## src/rtl/y86_pkg.sv

```systemverilog
// y86_pkg: definitions shared by the Y86-64 pipeline stages.
//   stat_t      - architectural status codes carried down the pipe
//   ICODE_NOP   - instruction code loaded into a bubbled stage
//   rnone()     - "no register" id (all ones) for a given register-id width
//   wb_state_t  - writeback-stage run/halt state
package y86_pkg;

   typedef enum logic [1:0] {
      STAT_AOK = 2'b00,
      STAT_HLT = 2'b01,
      STAT_ADR = 2'b10,
      STAT_INS = 2'b11
   } stat_t;

   localparam int ICODE_NOP = 1;

   typedef enum logic {
      RUN    = 1'b0,
      HALTED = 1'b1
   } wb_state_t;

   // All-ones register id of width reg_w (RNONE).
   function automatic int unsigned rnone(input int reg_w);
      return (32'd1 << reg_w) - 32'd1;
   endfunction

endpackage

```

## src/rtl/wb_stage_reg_if.sv

```systemverilog
// wb_stage_reg_if: memory-to-writeback boundary of the pipeline.
//   master : drives M-stage results and stall/bubble controls, observes W.
//   slave  : the writeback stage register (wb_stage_reg).
// Signals:
//   w_stall, w_bubble            pipeline control from hazard unit
//   m_stat/icode/valE/valM/dstE/dstM  memory-stage results
//   W_*                          registered writeback contents
//   W_valid                      W holds a real instruction
//   wbE_en, wbM_en               register-file write enables
//   halted, exc_stat             sticky stop indication and its cause
//   retired_cnt                  count of AOK instructions retired
interface wb_stage_reg_if #(
   parameter int DATA_W  = 64,
   parameter int REG_W   = 4,
   parameter int ICODE_W = 4,
   parameter int CNT_W   = 32
);
   logic               w_stall;
   logic               w_bubble;
   logic [1:0]         m_stat;
   logic [ICODE_W-1:0] m_icode;
   logic [DATA_W-1:0]  m_valE;
   logic [DATA_W-1:0]  m_valM;
   logic [REG_W-1:0]   m_dstE;
   logic [REG_W-1:0]   m_dstM;

   logic [1:0]         W_stat;
   logic [ICODE_W-1:0] W_icode;
   logic [DATA_W-1:0]  W_valE;
   logic [DATA_W-1:0]  W_valM;
   logic [REG_W-1:0]   W_dstE;
   logic [REG_W-1:0]   W_dstM;
   logic               W_valid;
   logic               wbE_en;
   logic               wbM_en;
   logic               halted;
   logic [1:0]         exc_stat;
   logic [CNT_W-1:0]   retired_cnt;

   modport master (
      output w_stall, w_bubble, m_stat, m_icode, m_valE, m_valM, m_dstE, m_dstM,
      input  W_stat, W_icode, W_valE, W_valM, W_dstE, W_dstM, W_valid,
             wbE_en, wbM_en, halted, exc_stat, retired_cnt
   );

   modport slave (
      input  w_stall, w_bubble, m_stat, m_icode, m_valE, m_valM, m_dstE, m_dstM,
      output W_stat, W_icode, W_valE, W_valM, W_dstE, W_dstM, W_valid,
             wbE_en, wbM_en, halted, exc_stat, retired_cnt
   );
endinterface

```

## src/rtl/pipe_reg_bub.sv

```systemverilog
// pipe_reg_bub: pipeline register with hold and load-bubble controls.
// Ports:
//   clk, rst_n  clock, asynchronous active-low reset (resets q to BUB)
//   hold        keep current contents (wins over bubble)
//   bubble      load the BUB constant instead of d
//   d, q        WIDTH-bit payload in/out
module pipe_reg_bub #(
   parameter int               WIDTH = 8,
   parameter logic [WIDTH-1:0] BUB   = '0
) (
   input  logic             clk,
   input  logic             rst_n,
   input  logic             hold,
   input  logic             bubble,
   input  logic [WIDTH-1:0] d,
   output logic [WIDTH-1:0] q
);

   // NOTE: sequential state uses non-blocking assignments so every register
   // samples pre-edge values regardless of block evaluation order.
   always_ff @(posedge clk or negedge rst_n) begin
      if (!rst_n) begin
         q <= BUB;
      end else if (hold) begin
         q <= q;
      end else if (bubble) begin
         q <= BUB;
      end else begin
         q <= d;
      end
   end

endmodule

```

## src/rtl/wb_stage_reg.sv

```systemverilog
// wb_stage_reg: Y86-64 writeback pipeline register.
// Captures memory-stage results each cycle (with stall / bubble), decodes the
// register-file write enables, freezes on the first non-AOK instruction that
// reaches W and reports its status, and counts AOK instructions retired.
// Ports:
//   clk, rst_n  clock, asynchronous active-low reset
//   bus         wb_stage_reg_if.slave (M inputs, controls, W outputs, status)
module wb_stage_reg
   import y86_pkg::*;
#(
   parameter int DATA_W  = 64,
   parameter int REG_W   = 4,
   parameter int ICODE_W = 4,
   parameter int CNT_W   = 32
) (
   input logic            clk,
   input logic            rst_n,
   wb_stage_reg_if.slave  bus
);

   localparam logic [REG_W-1:0] RNONE = REG_W'(rnone(REG_W));

   typedef struct packed {
      logic               valid;
      logic [1:0]         stat;
      logic [ICODE_W-1:0] icode;
      logic [DATA_W-1:0]  valE;
      logic [DATA_W-1:0]  valM;
      logic [REG_W-1:0]   dstE;
      logic [REG_W-1:0]   dstM;
   } w_pay_t;

   localparam w_pay_t BUBBLE = w_pay_t'({1'b0, STAT_AOK, ICODE_W'(ICODE_NOP),
                                         {(2*DATA_W){1'b0}}, RNONE, RNONE});

   wb_state_t        state;
   logic [1:0]       exc_q;
   logic [CNT_W-1:0] retired_q;
   w_pay_t           m_pay;
   w_pay_t           w_pay;
   logic             halt_cond;
   logic             w_aok;
   logic             w_hold;

   assign m_pay = '{valid: 1'b1, stat: bus.m_stat, icode: bus.m_icode,
                    valE: bus.m_valE, valM: bus.m_valM,
                    dstE: bus.m_dstE, dstM: bus.m_dstM};

   assign w_aok     = w_pay.valid && (w_pay.stat == STAT_AOK);
   assign halt_cond = (state == RUN) && w_pay.valid && (w_pay.stat != STAT_AOK);
   // Once halting (or halted) W freezes, overriding both stall and bubble.
   assign w_hold    = (state == HALTED) || halt_cond || bus.w_stall;

   pipe_reg_bub #(
      .WIDTH ($bits(w_pay_t)),
      .BUB   (BUBBLE)
   ) u_wreg (
      .clk    (clk),
      .rst_n  (rst_n),
      .hold   (w_hold),
      .bubble (bus.w_bubble),
      .d      (m_pay),
      .q      (w_pay)
   );

   // Halt FSM and retire counter. An instruction retires when it leaves W
   // (W replaced, not held) while running with AOK status.
   // NOTE: every register here, counter included, gets an explicit value in
   // the asynchronous reset branch.
   always_ff @(posedge clk or negedge rst_n) begin
      if (!rst_n) begin
         state     <= RUN;
         exc_q     <= STAT_AOK;
         retired_q <= '0;
      end else if (state == RUN) begin
         if (halt_cond) begin
            state <= HALTED;
            exc_q <= w_pay.stat;
         end else if (!bus.w_stall && w_aok) begin
            retired_q <= retired_q + CNT_W'(1);
         end
      end
   end

   assign bus.W_stat      = w_pay.stat;
   assign bus.W_icode     = w_pay.icode;
   assign bus.W_valE      = w_pay.valE;
   assign bus.W_valM      = w_pay.valM;
   assign bus.W_dstE      = w_pay.dstE;
   assign bus.W_dstM      = w_pay.dstM;
   assign bus.W_valid     = w_pay.valid;
   assign bus.wbE_en      = (state == RUN) && w_aok && (w_pay.dstE != RNONE);
   assign bus.wbM_en      = (state == RUN) && w_aok && (w_pay.dstM != RNONE);
   assign bus.halted      = (state == HALTED);
   assign bus.exc_stat    = exc_q;
   assign bus.retired_cnt = retired_q;

endmodule
```

## src/flat_wrapper.sv

```systemverilog
// flat-port wrapper written by rule: the top's interface ports become plain ports
module wb_stage_reg_flat import y86_pkg::*;
#(
   parameter int DATA_W  = 64,
   parameter int REG_W   = 4,
   parameter int ICODE_W = 4,
   parameter int CNT_W   = 32
)
  (clk, rst_n, bus_w_stall, bus_w_bubble, bus_m_stat, bus_m_icode, bus_m_valE, bus_m_valM, bus_m_dstE, bus_m_dstM, bus_W_stat, bus_W_icode, bus_W_valE, bus_W_valM, bus_W_dstE, bus_W_dstM, bus_W_valid, bus_wbE_en, bus_wbM_en, bus_halted, bus_exc_stat, bus_retired_cnt);
  wb_stage_reg_if #(.DATA_W(DATA_W), .REG_W(REG_W), .ICODE_W(ICODE_W), .CNT_W(CNT_W)) bus_i ();
  input logic clk;
  input logic rst_n;
  input wire logic [$bits(bus_i.w_stall)-1:0] bus_w_stall;
  input wire logic [$bits(bus_i.w_bubble)-1:0] bus_w_bubble;
  input wire logic [$bits(bus_i.m_stat)-1:0] bus_m_stat;
  input wire logic [$bits(bus_i.m_icode)-1:0] bus_m_icode;
  input wire logic [$bits(bus_i.m_valE)-1:0] bus_m_valE;
  input wire logic [$bits(bus_i.m_valM)-1:0] bus_m_valM;
  input wire logic [$bits(bus_i.m_dstE)-1:0] bus_m_dstE;
  input wire logic [$bits(bus_i.m_dstM)-1:0] bus_m_dstM;
  output wire logic [$bits(bus_i.W_stat)-1:0] bus_W_stat;
  output wire logic [$bits(bus_i.W_icode)-1:0] bus_W_icode;
  output wire logic [$bits(bus_i.W_valE)-1:0] bus_W_valE;
  output wire logic [$bits(bus_i.W_valM)-1:0] bus_W_valM;
  output wire logic [$bits(bus_i.W_dstE)-1:0] bus_W_dstE;
  output wire logic [$bits(bus_i.W_dstM)-1:0] bus_W_dstM;
  output wire logic [$bits(bus_i.W_valid)-1:0] bus_W_valid;
  output wire logic [$bits(bus_i.wbE_en)-1:0] bus_wbE_en;
  output wire logic [$bits(bus_i.wbM_en)-1:0] bus_wbM_en;
  output wire logic [$bits(bus_i.halted)-1:0] bus_halted;
  output wire logic [$bits(bus_i.exc_stat)-1:0] bus_exc_stat;
  output wire logic [$bits(bus_i.retired_cnt)-1:0] bus_retired_cnt;
  assign bus_i.w_stall = bus_w_stall;
  assign bus_i.w_bubble = bus_w_bubble;
  assign bus_i.m_stat = bus_m_stat;
  assign bus_i.m_icode = bus_m_icode;
  assign bus_i.m_valE = bus_m_valE;
  assign bus_i.m_valM = bus_m_valM;
  assign bus_i.m_dstE = bus_m_dstE;
  assign bus_i.m_dstM = bus_m_dstM;
  assign bus_W_stat = bus_i.W_stat;
  assign bus_W_icode = bus_i.W_icode;
  assign bus_W_valE = bus_i.W_valE;
  assign bus_W_valM = bus_i.W_valM;
  assign bus_W_dstE = bus_i.W_dstE;
  assign bus_W_dstM = bus_i.W_dstM;
  assign bus_W_valid = bus_i.W_valid;
  assign bus_wbE_en = bus_i.wbE_en;
  assign bus_wbM_en = bus_i.wbM_en;
  assign bus_halted = bus_i.halted;
  assign bus_exc_stat = bus_i.exc_stat;
  assign bus_retired_cnt = bus_i.retired_cnt;
  wb_stage_reg #(.DATA_W(DATA_W), .REG_W(REG_W), .ICODE_W(ICODE_W), .CNT_W(CNT_W)) u_core (.clk(clk), .rst_n(rst_n), .bus(bus_i));
endmodule
```

## config.mk

```make
export PLATFORM = sky130hd
export DESIGN_NAME = wb_stage_reg_flat
export DESIGN_NICKNAME = d
export VERILOG_FILES = /design/src/rtl/y86_pkg.sv /design/src/rtl/wb_stage_reg_if.sv /design/src/rtl/pipe_reg_bub.sv /design/src/rtl/wb_stage_reg.sv /design/src/flat_wrapper.sv
export SDC_FILE = /design/constraint.sdc
export NUM_CORES = 1
export LEC_CHECK = 0
export CORE_MARGIN = 8
export CORE_UTILIZATION = 48
export CTS_CLUSTER_DIAMETER = 30
export DETAILED_ROUTE_END_ITERATION = 10
export PLACE_DENSITY_LB_ADDON = 0.12
export SYNTH_ARGS = -nofsm -noshare
export SYNTH_HDL_FRONTEND = slang
export SYNTH_HIERARCHICAL = 1
export SYNTH_SLANG_ARGS = --single-unit
```

## constraint.sdc

```tcl
create_clock -name clk -period 5.8 [get_ports clk]
set_clock_uncertainty 0.15 [all_clocks]
set_input_delay 1.45 -clock clk [delete_from_list [all_inputs] [get_ports clk]]
set_output_delay 1.45 -clock clk [all_outputs]
set_load 0.01 [all_outputs]
```

==> out/qor.txt <==
Post-synth EDFFs = 0
Violation count after the first detailed-routing iteration = 342
Highest ir drop seen on vdd = 0.0002500 V
Wirelength, routed = 23.51 mm
Average wire length per cell after detail routing = 17.92 um
Most frequent cell after synthesis = dfrtp_1
Start-to-end type of the worst setup path = reg2out
Initial Util = 48.87%
Run status = finished, final reports clean
Number of buffers on the longest clock path = 2
Residual antenna-violating net count after detailed routing = 0
Insertion delay to the later sink of the worst-skew pair = 0.42 ns
Crit share post-route = 68.08%
Max stage delay on crit path = 0.68 ns
Number of design rule violations left after detail routing = 0
CP Capture Type = output port
Slowest-stage cell, CP = or4b_4
Worst slew slack as a fraction of its limit = 34.43%
Post-Synthesis Cells = 776
Layout fillers = 1303
Largest fanout on the critical path = 9
# H-tree levels = 4
Required time of the critical path = 4.20 ns
Maximum number of pins on one net before global-route repair = 102
Clk Tree Root Cell = clkbuf_16
Core area = 17240 um^2
Cell types with the largest area share after synthesis = dfrtp_1, nand2b_4, nand2_1
Class of the tightest hold or removal check = reg2reg
PD cells = 386.4 nW/um^2
Post-Syn Area = 8424 um^2
CP Cell Sequence = or4b_4 > a41oi_1 > clkdlybuf4s50_1
Setup repair after global routing missed its margin = no
Finished Cell Area = 12330 um^2
Final Hold Slack = 0.3202 ns
Detailed-route vias per instance = 4.899
Number of search-and-repair iterations in the first detailed-routing pass = 4
Area added between synthesis and finish = 46.40%
Number of violations of the max-capacitance limit = 0
Quantity of gates resized following cts = 0
Clock buffer count from CTS = 17
Floorplan die area = 22050 um^2
Ratio of cells with drive above 1 in the final layout = 16.57%
Placed standard-cell area = 11720 um^2
Async SR Flop Fraction = 100.0%
Floorplan die height = 148.5 um
Cell accounting for the most synthesized area = dfrtp_1
Die X-Extent = 148.5 um
Antenna violations before repair = 1
Via count = 6427
Detailed placer's ending HPWL = 16.98 mm
Worst endpoint data arrival time = 2.35 ns
TritonCTS clock tree = yes
Final number of max-transition violations = 0
Post-layout util = 71.55%
Setup bufs post-CTS = 0
Final net count = 1220
Leading post-synthesis cells by instance count = dfrtp_1, nand2_1, nand2b_1
Hold_buf cts = 0
Leakage power total = 5.394 nW
Overall global routing resource usage = 20.80%
Sort of element at the start of the critical path = flip-flop
Total overflow reported by the global router = 0
Setup violations, final = 0
Top-level port count = 326
Register bit count reported by yosys = 178
Proportion of synthesized chip area in sequential cells = 53.01%
Global-route wire length before repair = 36.11 mm
Warning count from the yosys run = 6
Share of the synthesized area in the top cell type = 50.20%
Avg Cell Area, Syn = 10.86 um^2
Setup total negative slack = 0 ns
Cell Rows = 48
Post-layout min period = 3.949 ns
Final weighted congestion in routability-driven placement = 0.7935
Total number of clock tree sinks = 178
Total nets after synthesis = 923
Dominant register cell in the synthesized netlist = dfrtp_1
Number of global-route vias before repair = 6420
Highest clock rate = 0.2532 GHz
Worst-path clk slew = 0.06 ns
Slew @ Worst Pin = 0.9836 ns
Final hold viol count = 0
IO Port Bufs = 325
Count of different cell masters after synthesis = 38
kinds of logic (layout without fill, tap and decap cells):
logic type,count (synthesis),count (layout),synth area share [%]
other,1,2,0.04451
multiplexers,1,1,0.1337
flip-flops,178,178,53.01
AND/OR/NAND/NOR,362,362,27.94
XOR/XNOR,31,31,3.223
buffers and inverters,56,366,4.025
adder cells (fa/ha/maj),1,1,0.1485
AO/OA/AOI/OAI,146,146,11.48
per-stage QoR:
step / power [mW] / std cells / setup WS, ns
after floorplan: 2.565 / 776 / 2.827
after global placement: 3.578 / 1279 / 2.150
after detailed placement: 3.612 / 1279 / 2.113
after CTS: 4.831 / 1311 / 1.802
after global routing: 5.021 / 1312 / 1.755
final: 4.766 / 1312 / 1.851
metal layers:
layer	global-route usage (%)	share of wire, %	wire [um]	up-vias
met5	0	0	0	-
met2	34.89	50	11690	212
met4	6.221	2.0	462	0
li1	-	-	-	3156
met1	23.67	39	9158	3029
met3	8.782	9.4	2203	30
state kept, by name, summed over array words and instances (netlist names):
signal,cells
u_core/bus.retired_cnt,32
u_core/u_wreg/q,143
u_core/bus.exc_stat,2
u_core/bus.halted,1
critical path, delay by kind of cell (launching register included):
kind,cells,cell delay [ns]
AND/OR/NAND/NOR,1,0.68
buffers and inverters,1,0.60
flip-flops,1,0.44
AO/OA/AOI/OAI,1,0.21
layout by cell type, fill, tap and decap left out, types with 17 or more instances in the layout:
master | netlist | final
clkbuf_16 | 0 | 17
o21ai_2 | 60 | 60
nand4_1 | 18 | 18
o21ai_0 | 26 | 26
nand2b_1 | 74 | 74
xnor2_1 | 21 | 21
dfrtp_1 | 169 | 169
o21ai_1 | 57 | 57
clkdlybuf4s50_1 | 0 | 323
nand2b_4 | 60 | 60
nand2_1 | 153 | 153
worst paths after layout:
path / start / end / slack, ns / depth (start not counted)
min in group asynchronous: rst_n / u_core/u_wreg/q[18]$_DFFE_PN0N_ / 0.94 / 1
min reg2reg: u_core/bus.retired_cnt[31]$_DFFE_PN0P_ / u_core/bus.retired_cnt[31]$_DFFE_PN0P_ / 0.32 / 1
max reg2reg: u_core/u_wreg/q[141]$_DFFE_PN0N_ / u_core/bus.retired_cnt[20]$_DFFE_PN0P_ / 3.40 / 4
min: u_core/bus.retired_cnt[31]$_DFFE_PN0P_ / u_core/bus.retired_cnt[31]$_DFFE_PN0P_ / 0.32 / 1
max: u_core/u_wreg/q[141]$_DFFE_PN0N_ / bus_wbE_en / 1.85 / 3
max in group asynchronous: rst_n / u_core/u_wreg/q[3]$_DFFE_PN1N_ / 3.58 / 2
power by group:
part | total [mW] | leakage (nW) | internal, mW | switching (mW)
logic | 1.71 | 2.78 | 0.961 | 0.753
registers | 1.86 | 2.32 | 1.63 | 0.224
clock network | 1.20 | 0.298 | 0.696 | 0.499
total | 4.77 | 5.39 | 3.29 | 1.48
final cells by class:
class / count / area (um^2) / area share, %
clock buffer: 18 / 439.2 / 3.561
clock inverter: 14 / 176.4 / 1.430
sequential: 178 / 4466 / 36.21
multi-input combinational: 542 / 3622 / 29.37
tap: 225 / 281.5 / 2.283
timing repair buffer: 331 / 3334 / 27.04
antenna: 1 / 2.502 / 0.02029
inverter: 3 / 11.26 / 0.09131
Note: power is estimated with default switching activity, not from simulation.
